<file path="src/rtl/regfile_loader_if.sv">
// Byte-stream handshake feeding the register-file boot loader.
// master drives bytes, slave (the loader) returns ready.
interface regfile_loader_if #(
    parameter int DATA_W = 8
) ();
    logic              in_valid;
    logic [DATA_W-1:0] in_data;
    logic              in_ready;

    modport master (
        output in_valid,
        output in_data,
        input  in_ready
    );

    modport slave (
        input  in_valid,
        input  in_data,
        output in_ready
    );
endinterface

</file>
<file path="src/rtl/regfile_loader.sv">
// Boot-time sequencer that streams bytes into registers FIRST_REG..LAST_REG.
// Optional running checksum: define REGLOAD_CHECKSUM_EN.
module regfile_loader #(
    parameter int ADDR_W    = 3,
    parameter int DATA_W    = 8,
    parameter int FIRST_REG = 1,
    parameter int LAST_REG  = 7
) (
    input  logic              clk,
    input  logic              rst,
    input  logic              start,
    regfile_loader_if.slave   load,
    input  logic              cpu_we3,
    input  logic [ADDR_W-1:0] cpu_wa3,
    input  logic [DATA_W-1:0] cpu_wd3,
    output logic              we3,
    output logic [ADDR_W-1:0] wa3,
    output logic [DATA_W-1:0] wd3,
    output logic              busy,
    output logic              done,
    output logic [DATA_W-1:0] checksum
);

    localparam logic [ADDR_W-1:0] FIRST = ADDR_W'(FIRST_REG);
    localparam logic [ADDR_W-1:0] LAST  = ADDR_W'(LAST_REG);

    typedef enum logic [1:0] {
        IDLE  = 2'd0,
        LOAD  = 2'd1,
        FLUSH = 2'd2
    } state_t;

    state_t            state;
    state_t            state_nx;
    logic [ADDR_W-1:0] ptr;
    logic              we3_q;
    logic [ADDR_W-1:0] wa3_q;
    logic [DATA_W-1:0] wd3_q;
    logic              in_ready;
    logic              hs;
    logic              last;
    logic              go;

    assign load.in_ready = in_ready;
    assign hs            = load.in_valid & in_ready;
    assign last          = (ptr == LAST);
    assign go            = (state == IDLE) & start;

    always_ff @(posedge clk or posedge rst) begin
        if (rst) state <= IDLE;
        else     state <= state_nx;
    end

    always_comb begin
        state_nx = state;
        unique case (state)
            IDLE:    if (start) state_nx = LOAD;
            LOAD:    if (hs && last) state_nx = FLUSH;
            FLUSH:   state_nx = IDLE;
            default: state_nx = IDLE;
        endcase
    end

    // Loader owns the port in LOAD/FLUSH; CPU writes are dropped there.
    always_comb begin
        in_ready = 1'b0;
        busy     = 1'b0;
        we3      = cpu_we3;
        wa3      = cpu_wa3;
        wd3      = cpu_wd3;
        unique case (state)
            LOAD: begin
                in_ready = 1'b1;
                busy     = 1'b1;
                we3      = we3_q;
                wa3      = wa3_q;
                wd3      = wd3_q;
            end
            FLUSH: begin
                busy = 1'b1;
                we3  = we3_q;
                wa3  = wa3_q;
                wd3  = wd3_q;
            end
            default: ;
        endcase
    end

    always_ff @(posedge clk or posedge rst) begin
        if (rst) begin
            ptr   <= FIRST;
            we3_q <= 1'b0;
            wa3_q <= '0;
            wd3_q <= '0;
            done  <= 1'b0;
        end else begin
            done  <= (state == FLUSH);
            we3_q <= hs;
            if (go) ptr <= FIRST;
            if (hs) begin
                wa3_q <= ptr;
                wd3_q <= load.in_data;
                // Final byte leaves ptr parked instead of wrapping.
                if (!last) ptr <= ptr + ADDR_W'(1);
            end
        end
    end

`ifdef REGLOAD_CHECKSUM_EN
    logic [DATA_W-1:0] sum_q;

    always_ff @(posedge clk or posedge rst) begin
        if (rst)     sum_q <= '0;
        else if (go) sum_q <= '0;
        else if (hs) sum_q <= sum_q + load.in_data;
    end

    assign checksum = sum_q;
`else
    assign checksum = '0;
`endif

endmodule

</file>
<file path="src/flat_wrapper.sv">
// flat-port wrapper written by rule: the top's interface ports become plain ports
module regfile_loader_flat 
#(
    parameter int ADDR_W    = 3,
    parameter int DATA_W    = 8,
    parameter int FIRST_REG = 1,
    parameter int LAST_REG  = 7
)
  (clk, rst, start, cpu_we3, cpu_wa3, cpu_wd3, we3, wa3, wd3, busy, done, checksum, load_in_valid, load_in_data, load_in_ready);
  regfile_loader_if #(.DATA_W(DATA_W)) load_i ();
  input  logic clk;
  input  logic rst;
  input  logic start;
  input  logic cpu_we3;
  input  logic [ADDR_W-1:0] cpu_wa3;
  input  logic [DATA_W-1:0] cpu_wd3;
  output logic we3;
  output logic [ADDR_W-1:0] wa3;
  output logic [DATA_W-1:0] wd3;
  output logic busy;
  output logic done;
  output logic [DATA_W-1:0] checksum;
  input wire logic [$bits(load_i.in_valid)-1:0] load_in_valid;
  input wire logic [$bits(load_i.in_data)-1:0] load_in_data;
  output wire logic [$bits(load_i.in_ready)-1:0] load_in_ready;
  assign load_i.in_valid = load_in_valid;
  assign load_i.in_data = load_in_data;
  assign load_in_ready = load_i.in_ready;
  regfile_loader #(.ADDR_W(ADDR_W), .DATA_W(DATA_W), .FIRST_REG(FIRST_REG), .LAST_REG(LAST_REG)) u_core (.clk(clk), .rst(rst), .start(start), .load(load_i), .cpu_we3(cpu_we3), .cpu_wa3(cpu_wa3), .cpu_wd3(cpu_wd3), .we3(we3), .wa3(wa3), .wd3(wd3), .busy(busy), .done(done), .checksum(checksum));
endmodule
</file>
<file path="config.mk">
export PLATFORM = sky130hd
export DESIGN_NAME = regfile_loader_flat
export DESIGN_NICKNAME = d
export VERILOG_FILES = /design/src/rtl/regfile_loader_if.sv /design/src/rtl/regfile_loader.sv /design/src/flat_wrapper.sv
export SDC_FILE = /design/constraint.sdc
export NUM_CORES = 1
export LEC_CHECK = 0
export BUFFER_PORTS_ARGS = -buffer_cell sky130_fd_sc_hd__buf_2
export CORE_ASPECT_RATIO = 0.6
export CORE_MARGIN = 8
export CORE_UTILIZATION = 46
export DETAILED_ROUTE_END_ITERATION = 7
export GPL_ROUTABILITY_DRIVEN = 1
export PLACE_DENSITY = 0.79
export SYNTH_ARGS = -nofsm -noshare
export SYNTH_HDL_FRONTEND = slang
export SYNTH_SLANG_ARGS = --single-unit
</file>
<file path="constraint.sdc">
create_clock -name clk -period 2.3 [get_ports clk]
set_input_delay 0.46 -clock clk [delete_from_list [all_inputs] [get_ports clk]]
set_output_delay 0.46 -clock clk [all_outputs]
set_load 0.02 [all_outputs]
</file>
==> impl_metrics.tcl, run 1 <==
set metrics [dict create \
    result_of_the_run "complete, no violations" \
    criticalPathCategory "reg2out" \
    cts_max_path_buffers 2 \
    number_of_post_cts_setup_repair_buffers 0 \
    post-synth-top-area-fraction 0.4131 \
    share_of_total_power_in_combinational_logic 0.600 \
    worstSetupEndpointType "primary output" \
    cts_tree "yes" \
    critical_path_peak_fanout 6 \
    irDropWorstVdd_uv 930.4 \
    clock_insertion_delay_worst_skew_ns 0.25 \
    via_count_of_the_first_global_routing_pass 780 \
    finClkSkew_ns 0.006235 \
    area_growth_pct 23.09 \
    syn-cell-area_sq_mm 0.001030 \
    max-cap-violations 0 \
    internal_portion_of_total_power_w 0.001147 \
    timing.critical_path.from_type "register" \
    max_stage_delay_ns 0.39 \
    pwr-share-seq 0.287 \
    tns_setup_ns 0 \
    floorplan.die.height_um 52.65 \
    cp_arrival_ns 1.71 \
    final_hold_viol_count 0 \
    cts-buffers-inserted 3 \
    post_cts.resized_instances 0 \
    routed_wire_length_per_instance_um 13.50 \
    cts.sinks 18 \
    boundaryPins 47 \
    layout.nets 154 \
    cts_hold_repair.buffers 0 \
    maxClockFrequency_mhz 461.8 \
    wire_length_of_the_first_global_routing_pass_mm 3.560 \
    detailed_place_hpwl_mm 1.712 \
    post-route-period-util 0.9414 \
    grt_start_max_net_pins 19 \
    finalCriticalPeriod_ns 2.165 \
    portBuffers 38 \
    place_congestion 0.7108 \
    holdWs_ns 0.2782 \
    netlist_top_cells_area "sky130_fd_sc_hd__dfrtp_1 41%, sky130_fd_sc_hd__mux2_2 23%, sky130_fd_sc_hd__ha_1 9.7%" \
    finalWorstSetupSlack_ns 0.1348 \
    dominantRegCellSynth "sky130_fd_sc_hd__dfrtp_1" \
    share_clk_of_total_power 0.113 \
    yosys.area.top_type "sky130_fd_sc_hd__dfrtp_1" \
    drt_wl_total_mm 2.039 \
    die_width_um 77.08 \
    dieArea_sq_mm 0.004058 \
    start_util 0.4796 \
    htreeDepth 1 \
    maxSlewHeadroom 0.5748 \
    drtAntennaViolNets 0 \
    synthCells 80 \
    route.vias.total 707 \
    yosys_register_bits 18 \
    cp_slowest_cell "sky130_fd_sc_hd__dfrtp_1" \
    cts_root_buffer "sky130_fd_sc_hd__clkbuf_8" \
    synth.yosys.seq_area_share 0.4386 \
    synth_cell_types 18 \
    path_clk_slew_ns 0.06 \
    timing.critical_path.cells "inv_1, ha_1, buf_4, mux2_2, buf_2" \
    detailedPlace.worstSlack_ns 0.3978 \
    remaining_drc_errors 0 \
    rows 13 \
    synth_most_common_cell "sky130_fd_sc_hd__mux2_2" \
    layout.core_utilization 0.5903 \
    synth_enable_flop_cells 0 \
    grt-ovfl-total 0 \
    initial_antenna_violation_count 0 \
    p_sw_w 0.0007795 \
    setup_viol_count_final 0 \
    fp.coreArea_sq_mm 0.002147 \
    required_ns 1.84 \
    p_per_area_mw_per_mm2 1520 \
    ys_async_sr_fraction 1.000 \
    min-delay-path-class "in2async" \
    antennaDiodeCount 0 \
    leakage_dissipation_nw 0.6824 \
    design_area_sq_mm 0.001267 \
    via_per_inst 4.682 \
    p_sw_frac 0.4045 \
    drt_iter0_markers 9 \
    tightest_slew_ns 0.6371 \
    final_max_slew_viol_count 0 \
    post_route_cells_drive_above_1_share 0.5785 \
    synthesis.yosys.warnings 0 \
    rsz_0062_raised_after_global_routing "no" \
    synth.cells.most_frequent "21 x sky130_fd_sc_hd__mux2_2, 17 x sky130_fd_sc_hd__dfrtp_1, 8 x sky130_fd_sc_hd__buf_4, 8 x sky130_fd_sc_hd__ha_1, 6 x sky130_fd_sc_hd__inv_1" \
    drt_pass1_iterations 3 \
    synth_area_per_cell_sq_um 12.87 \
    dpl_cell_area_sq_mm 0.001222 \
    grt_usage 0.1105 \
]
-- layer usage --
layer | up-vias | global-route usage | wire [um] | part of all wire
met2 | 34 | 0.1837 | 951 | 0.47
met4 | 0 | 0.01863 | 12 | 0.0059
met1 | 330 | 0.1221 | 862 | 0.42
met5 | - | 0 | 0 | 0
met3 | 3 | 0.06678 | 212 | 0.10
li1 | 340 | - | - | -
-- worst max-delay path: cells and delay by family, from the launching register on --
family     cells  cell delay [ns]
fa+ha+maj      1             0.31
buf+inv        3             0.42
mux            1             0.34
flops          1             0.39
-- path summary, 6_finish.rpt --
| kind | depth (start not counted) | to | slack [ns] | startpoint |
|---|---|---|---|---|
| max in group asynchronous | 2 | u_core.done | 1.60 | rst |
| min in group clk | 2 | u_core.wd3_q[2] | 0.43 | load_in_data[2] |
| min | 2 | u_core.wd3_q[1] | 0.28 | rst |
| max | 5 | wd3[7] | 0.13 | u_core.state[0] |
| max reg2reg | 5 | u_core.state[1] | 0.62 | u_core.ptr[0] |
| min reg2reg | 1 | u_core.wd3_q[0] | 0.50 | u_core.wd3_q[0] |
-- through the flow --
stage / instances / total power, W
detailed placement: 147 / 0.001734
finish: 151 / 0.001927
CTS: 151 / 0.001960
global route: 151 / 0.002082
floorplan: 87 / 0.001414
global placement: 147 / 0.001684
-- logic make-up after synthesis --
family | count (synthesis) | share of synthesized area
flip-flops | 18 | 0.4386
other | 1 | 0.003642
adder cells (fa/ha/maj) | 8 | 0.09721
AO/OA/AOI/OAI | 6 | 0.03887
buffers and inverters | 16 | 0.09599
multiplexers | 26 | 0.2977
AND/OR/NAND/NOR | 5 | 0.02795
-- cell usage in the layout (no fill, tap or decap) --
cell / count
sky130_fd_sc_hd__a21oi_1: 2
sky130_fd_sc_hd__buf_2: 38
sky130_fd_sc_hd__buf_4: 2
sky130_fd_sc_hd__clkbuf_1: 1
sky130_fd_sc_hd__clkbuf_8: 3
sky130_fd_sc_hd__conb_1: 8
sky130_fd_sc_hd__dfrtp_1: 17
sky130_fd_sc_hd__dfstp_2: 1
sky130_fd_sc_hd__ha_1: 8
sky130_fd_sc_hd__inv_1: 6
sky130_fd_sc_hd__mux2_2: 21
sky130_fd_sc_hd__mux2_4: 4
sky130_fd_sc_hd__mux2i_1: 1
sky130_fd_sc_hd__nand2_1: 2
sky130_fd_sc_hd__nand2_4: 1
sky130_fd_sc_hd__nor2_1: 1
sky130_fd_sc_hd__nor2b_1: 1
sky130_fd_sc_hd__o211ai_1: 2
sky130_fd_sc_hd__o31ai_1: 2
-- cell type report --
class	count	area, sq um
fill	201	879.6
sequential	18	451.7
clock buffer	4	45.04
tap	30	37.54
multi-input combinational	53	505.5
timing repair buffer	40	205.2
inverter	6	22.52
-- registers in the layout (all words and copies together), names as in the netlist --
| register | flops |
|---|---|
| u_core.wa3_q | 3 |
| u_core.wd3_q | 8 |
| u_core.we3_q | 1 |
| u_core.state | 2 |
| u_core.done | 1 |
| u_core.ptr | 3 |
-- power by group through the flow --
stage | combinational [W] | sequential, W | clock (W)
after CTS | 0.00118 | 0.000555 | 0.000224
final | 0.00116 | 0.000553 | 0.000217
after global placement | 0.00114 | 0.000545 | 0
after global routing | 0.00127 | 0.000572 | 0.000238
after floorplan | 0.000874 | 0.000540 | 0
after detailed placement | 0.00117 | 0.000559 | 0
(Power assumes the default switching activity.)
==> run 2: changes to the inputs <==
--- a/config.mk
+++ b/config.mk
@@ -7,7 +7,6 @@
 export LEC_CHECK = 0
 export BUFFER_PORTS_ARGS = -buffer_cell sky130_fd_sc_hd__buf_2
 export CORE_ASPECT_RATIO = 0.6
-export CORE_MARGIN = 8
 export CORE_UTILIZATION = 46
 export DETAILED_ROUTE_END_ITERATION = 7
 export GPL_ROUTABILITY_DRIVEN = 1
==> run 2 against run 1 <==
Net effect: via count up 0.42%; hold slack better by 0.017 ns; maximum frequency down 1.1%; sequential share of layout area down 0.21 points; clock power up 19%; global-route usage up 8.0 points; first-iteration DRC count up 130%; clock skew down 0.00079 ns; critical path depth unchanged; total power up 2.8%; register-to-register slack worse by 0.05 ns; worst setup slack worse by 0.023 ns; largest power group unchanged.
==> impl_metrics.tcl, run 2 (synthesis results as in run 1) <==
set metrics [dict create \
    initial_antenna_violation_count 0 \
    irDropWorstVdd_uv 946.5 \
    p_per_area_mw_per_mm2 1554 \
    layout_commonest_cell "sky130_fd_sc_hd__buf_2" \
    cell_class_contributing_the_biggest_share_of_worst_path_delay "buffers and inverters" \
    via_per_inst 4.765 \
    reg.largest.list "u_core.wd3_q (8), u_core.ptr (3), u_core.wa3_q (3)" \
    htreeDepth 1 \
    post_cts.resized_instances 0 \
    p_sw_w 0.0008019 \
    rsz_0062_raised_after_global_routing "no" \
    result_of_the_run "complete, no violations" \
    area_growth_pct 23.81 \
    tightest_slew_ns 0.6855 \
    wire_length_of_the_first_global_routing_pass_mm 3.284 \
    regToRegStartpoint "u_core.ptr[0]" \
    r2r_slack_ns 0.57 \
    timing.critical_path.cells "inv_1, ha_1, buf_4, mux2_2, buf_2" \
    share_of_total_power_in_combinational_logic 0.587 \
    drt_pass1_iterations 2 \
    detailed_place_hpwl_mm 1.564 \
    floorplan.die.height_um 38.65 \
    dieArea_sq_mm 0.002438 \
    rows 12 \
    grt-ovfl-total 0 \
    routed_wire_length_per_instance_um 13.42 \
    r2r.worst_path.cells 5 \
    antennaDiodeCount 0 \
    tns_setup_ns 0 \
    drtAntennaViolNets 0 \
    pwr-share-seq 0.283 \
    setup_viol_count_final 0 \
    p_sw_frac 0.4046 \
    fp.coreArea_sq_mm 0.001967 \
    layout_common_cells "38 x sky130_fd_sc_hd__buf_2, 21 x sky130_fd_sc_hd__mux2_2, 17 x sky130_fd_sc_hd__dfrtp_1" \
    drt_iter0_markers 21 \
    via_count_of_the_first_global_routing_pass 717 \
    max_reg_flops 8 \
    finClkSkew_ns 0.005445 \
    critical_path_peak_fanout 6 \
    clock_insertion_delay_worst_skew_ns 0.25 \
    cts_root_buffer "sky130_fd_sc_hd__clkbuf_8" \
    cp_arrival_ns 1.73 \
    post_route_cells_drive_above_1_share 0.5868 \
    path_clk_slew_ns 0.07 \
    min-delay-path-class "in2async" \
    number_of_post_cts_setup_repair_buffers 0 \
    final_hold_viol_count 0 \
    holdWs_ns 0.2955 \
    cts-buffers-inserted 3 \
    max_stage_delay_ns 0.40 \
    required_ns 1.84 \
    finalCriticalPeriod_ns 2.188 \
    timing.critical_path.from_type "register" \
    dp.cells 145 \
    timing.rr.end "u_core.state[0]" \
    internal_portion_of_total_power_w 0.001180 \
    leakage_dissipation_nw 0.6884 \
    layout.core_utilization 0.6482 \
    path_buf_inv 3 \
    cts_max_path_buffers 2 \
    drt_wl_total_mm 1.999 \
    layoutNonFillerInstCount 149 \
    place_congestion 0.7025 \
    post-route-period-util 0.9514 \
    share_clk_of_total_power 0.130 \
    boundaryPins 47 \
    route.vias.total 710 \
    cts.sinks 18 \
    remaining_drc_errors 0 \
    grt_start_max_net_pins 19 \
    cp_slowest_cell "sky130_fd_sc_hd__dfrtp_1" \
    maxSlewHeadroom 0.5425 \
    grt_usage 0.1904 \
    die_width_um 63.08 \
    criticalPathCategory "reg2out" \
    maxClockFrequency_mhz 457.0 \
    max-cap-violations 0 \
    cts_hold_repair.buffers 0 \
    worstSetupEndpointType "primary output" \
    start_util 0.5235 \
    cts_tree "yes" \
    final_max_slew_viol_count 0 \
    portBuffers 38 \
    layout.nets 154 \
    max_flop_register "u_core.wd3_q" \
]
-- run 2: cell counts in the layout (fill, tap and decap cells not counted) --
Identical to the previous run, type by type.
-- run 2: power groups by stage --
stage	Combinational, W	Clock [W]	Sequential, W
after floorplan	0.000874	0	0.000540
after global placement	0.00113	0	0.000544
after detailed placement	0.00117	0	0.000564
after CTS	0.00118	0.000264	0.000562
after global routing	0.00125	0.000282	0.000576
final	0.00116	0.000258	0.000561
-- run 2: cell type report --
class | count | area (sq um)
fillers | 177 | 691.9
multi-input cells | 53 | 505.5
flip-flops and latches | 18 | 451.7
repair buffers | 40 | 205.2
clock buffers | 4 | 55.05
well taps | 28 | 35.03
inverters | 6 | 22.52
-- run 2: per-layer routing --
metal | global-route usage | routed length (um) | up-vias
met5 | 0 | 0 | -
met4 | 0.03488 | 15 | 0
met3 | 0.06471 | 173 | 2
met2 | 0.3575 | 1005 | 39
met1 | 0.2181 | 805 | 330
li1 | - | - | 339
-- run 2: worst register-to-register path, stage by stage (launching register included) --
cell                      delay [ns]
sky130_fd_sc_hd__dfstp_2        0.58
sky130_fd_sc_hd__ha_1           0.20
sky130_fd_sc_hd__ha_1           0.19
sky130_fd_sc_hd__nand2_1        0.06
sky130_fd_sc_hd__a21oi_1        0.23
sky130_fd_sc_hd__mux2_2         0.37
-- run 2: metrics by stage --
stage	total power (W)	cell area, sq um	worst slack [ns]
after global routing	0.002109	1275	0.05050
after CTS	0.002001	1275	0.1061
after global placement	0.001671	1220	0.4630
after detailed placement	0.001730	1220	0.3906
after floorplan	0.001414	1056	0.3063
final	0.001982	1275	0.1117
-- run 2: worst max path at each step --
stage,depth (start not counted),end,from
final,5,wa3[1],u_core.state[0]
after floorplan,4,wa3[0],u_core.state[0]
after global placement,5,wd3[5],u_core.state[0]
after global routing,5,wa3[1],u_core.state[1]
after detailed placement,5,wa3[1],u_core.state[0]
after CTS,5,wa3[1],u_core.state[0]
==> run 3: changes to the inputs <==
--- a/config.mk
+++ b/config.mk
@@ -6,11 +6,14 @@
 export NUM_CORES = 1
 export LEC_CHECK = 0
 export BUFFER_PORTS_ARGS = -buffer_cell sky130_fd_sc_hd__buf_2
+export CELL_PAD_IN_SITES_DETAIL_PLACEMENT = 1
+export CELL_PAD_IN_SITES_GLOBAL_PLACEMENT = 1
 export CORE_ASPECT_RATIO = 0.6
-export CORE_UTILIZATION = 46
+export CORE_UTILIZATION = 35
+export CTS_BUF_LIST = sky130_fd_sc_hd__clkbuf_16
 export DETAILED_ROUTE_END_ITERATION = 7
 export GPL_ROUTABILITY_DRIVEN = 1
-export PLACE_DENSITY = 0.79
+export PLACE_DENSITY_LB_ADDON = 0.1
 export SYNTH_ARGS = -nofsm -noshare
 export SYNTH_HDL_FRONTEND = slang
 export SYNTH_SLANG_ARGS = --single-unit
==> run 3 against run 2 <==
Net effect: worst setup slack better by 0.012 ns; hold slack gained 0.013 ns; utilization is 15 points lower; critical path depth is the same; final area up 3.0%; cell count up 8.1%; global-route usage fell by 4.2 points; die area grew 30%; combinational power is essentially flat; maximum frequency increased by 0.53%; routed wire length rose by 2.0%; critical endpoint is now wd3[1]; highest routed layer unchanged.
==> impl_metrics.tcl, run 3 (synthesis results as in run 1) <==
set metrics [dict create \
    rows 14 \
    via_per_inst 4.360 \
    cts_root_buffer "sky130_fd_sc_hd__clkbuf_16" \
    result_of_the_run "complete, no violations" \
    boundaryPins 47 \
    clock_insertion_delay_worst_skew_ns 0.25 \
    fill_cells 302 \
    area_growth_pct 27.58 \
    grt-ovfl-total 0 \
    irDropWorstVdd_uv 590.7 \
    path_clk_slew_ns 0.05 \
    remaining_drc_errors 0 \
    detailed_place_hpwl_mm 1.608 \
    min-delay-path-class "in2async" \
    max_flop_register "u_core.wd3_q" \
    max-cap-violations 0 \
    setup_viol_count_final 0 \
    required_ns 1.84 \
    p_per_area_mw_per_mm2 1566 \
    timing.critical_path.from_type "register" \
    criticalPathCategory "reg2out" \
    routed_wire_length_per_instance_um 12.66 \
    cts_hold_repair.buffers 0 \
    htreeDepth 1 \
    wire_length_of_the_first_global_routing_pass_mm 3.339 \
    via_count_of_the_first_global_routing_pass 707 \
    cp_arrival_ns 1.72 \
    portBuffers 38 \
    rsz_0062_raised_after_global_routing "no" \
    drtAntennaViolNets 0 \
    cts_tree "yes" \
    layout_commonest_cell "sky130_fd_sc_hd__buf_2" \
    post_route_cells_drive_above_1_share 0.5785 \
    layout.nets 154 \
    dieArea_sq_mm 0.003170 \
    finClkSkew_ns 0.002398 \
    drt_wl_total_mm 2.039 \
    reg.largest.list "u_core.wd3_q (8), u_core.ptr (3), u_core.wa3_q (3)" \
    place_congestion 0.7362 \
    finalCriticalPeriod_ns 2.177 \
    leakage_dissipation_nw 0.7020 \
    start_util 0.3893 \
    critical_path_peak_fanout 7 \
    cts-buffers-inserted 3 \
    post-route-period-util 0.9464 \
    maxClockFrequency_mhz 459.4 \
    cts_max_path_buffers 2 \
    drt_iter0_markers 18 \
    floorplan.die.height_um 44.02 \
    post_cts.resized_instances 0 \
    maxSlewHeadroom 0.5421 \
    drt_pass1_iterations 2 \
    grt_usage 0.1483 \
    fp.coreArea_sq_mm 0.002645 \
    tightest_slew_ns 0.6860 \
    die_width_um 72.03 \
    route.vias.total 702 \
    final_hold_viol_count 0 \
    cts.sinks 18 \
    max_reg_flops 8 \
    antennaDiodeCount 0 \
    holdWs_ns 0.3084 \
    final_max_slew_viol_count 0 \
    tns_setup_ns 0 \
    initial_antenna_violation_count 0 \
    number_of_post_cts_setup_repair_buffers 0 \
    worstSetupEndpointType "primary output" \
    layout_common_cells "38 x sky130_fd_sc_hd__buf_2, 21 x sky130_fd_sc_hd__mux2_2, 17 x sky130_fd_sc_hd__dfrtp_1" \
    grt_start_max_net_pins 19 \
]
-- run 3: area by class of cell --
class                      instances  area (sq um)  area share
clock inverter                     1         3.754    0.002857
multi-input combinational         53         505.5      0.3848
timing repair buffer              40         205.2      0.1562
inverter                           6         22.52     0.01714
sequential                        18         451.7      0.3438
tap                               40         50.05     0.03810
clock buffer                       3         75.07     0.05714
-- run 3: critical path, cell delays in order, from the launching register on --
cell and delay [ns]:
sky130_fd_sc_hd__dfrtp_1 0.39, sky130_fd_sc_hd__inv_1 0.10, sky130_fd_sc_hd__ha_1 0.30, sky130_fd_sc_hd__buf_4 0.17
sky130_fd_sc_hd__mux2_2 0.35, sky130_fd_sc_hd__buf_2 0.16
-- run 3: worst paths after layout --
kind                                       from              end  slack [ns]  cells after the start
min in group clk                load_in_data[2]  u_core.wd3_q[2]        0.44                      2
max in group asynchronous                   rst  u_core.wa3_q[0]        1.55                      2
worst max-delay path            u_core.state[0]           wd3[1]        0.12                      5
worst min-delay path                        rst     u_core.we3_q        0.31                      2
worst min register to register  u_core.wd3_q[4]  u_core.wd3_q[4]        0.50                      1
worst max register to register    u_core.ptr[0]  u_core.state[0]        0.53                      5
-- run 3: metrics by stage --
step	area [sq um]	instances	total power [W]	utilization	setup slack, ns
2_1_floorplan	1056	87	0.001414	-	0.3063
3_3_place_gp	1235	157	0.001688	0.4669	0.4462
3_5_place_dp	1235	157	0.001734	0.4669	0.3703
4_1_cts	1314	161	0.002092	0.4967	0.09317
5_1_grt	1314	161	0.002209	0.4967	0.03996
6_report	1314	161	0.002057	0.4967	0.1232
-- run 3: layer usage --
layer  global-route usage  vias up  wire, um
met5                    0        -         0
met4              0.04706        0        29
met3              0.05467        4       132
met2               0.2509       31       957
met1               0.1799      326       919
li1                     -      341         -
-- run 3: power breakdown --
group	total [W]	switching [W]	internal, W
sequential	0.000553	0.0000843	0.000469
combinational	0.00116	0.000604	0.000557
clock	0.000343	0.000112	0.000231
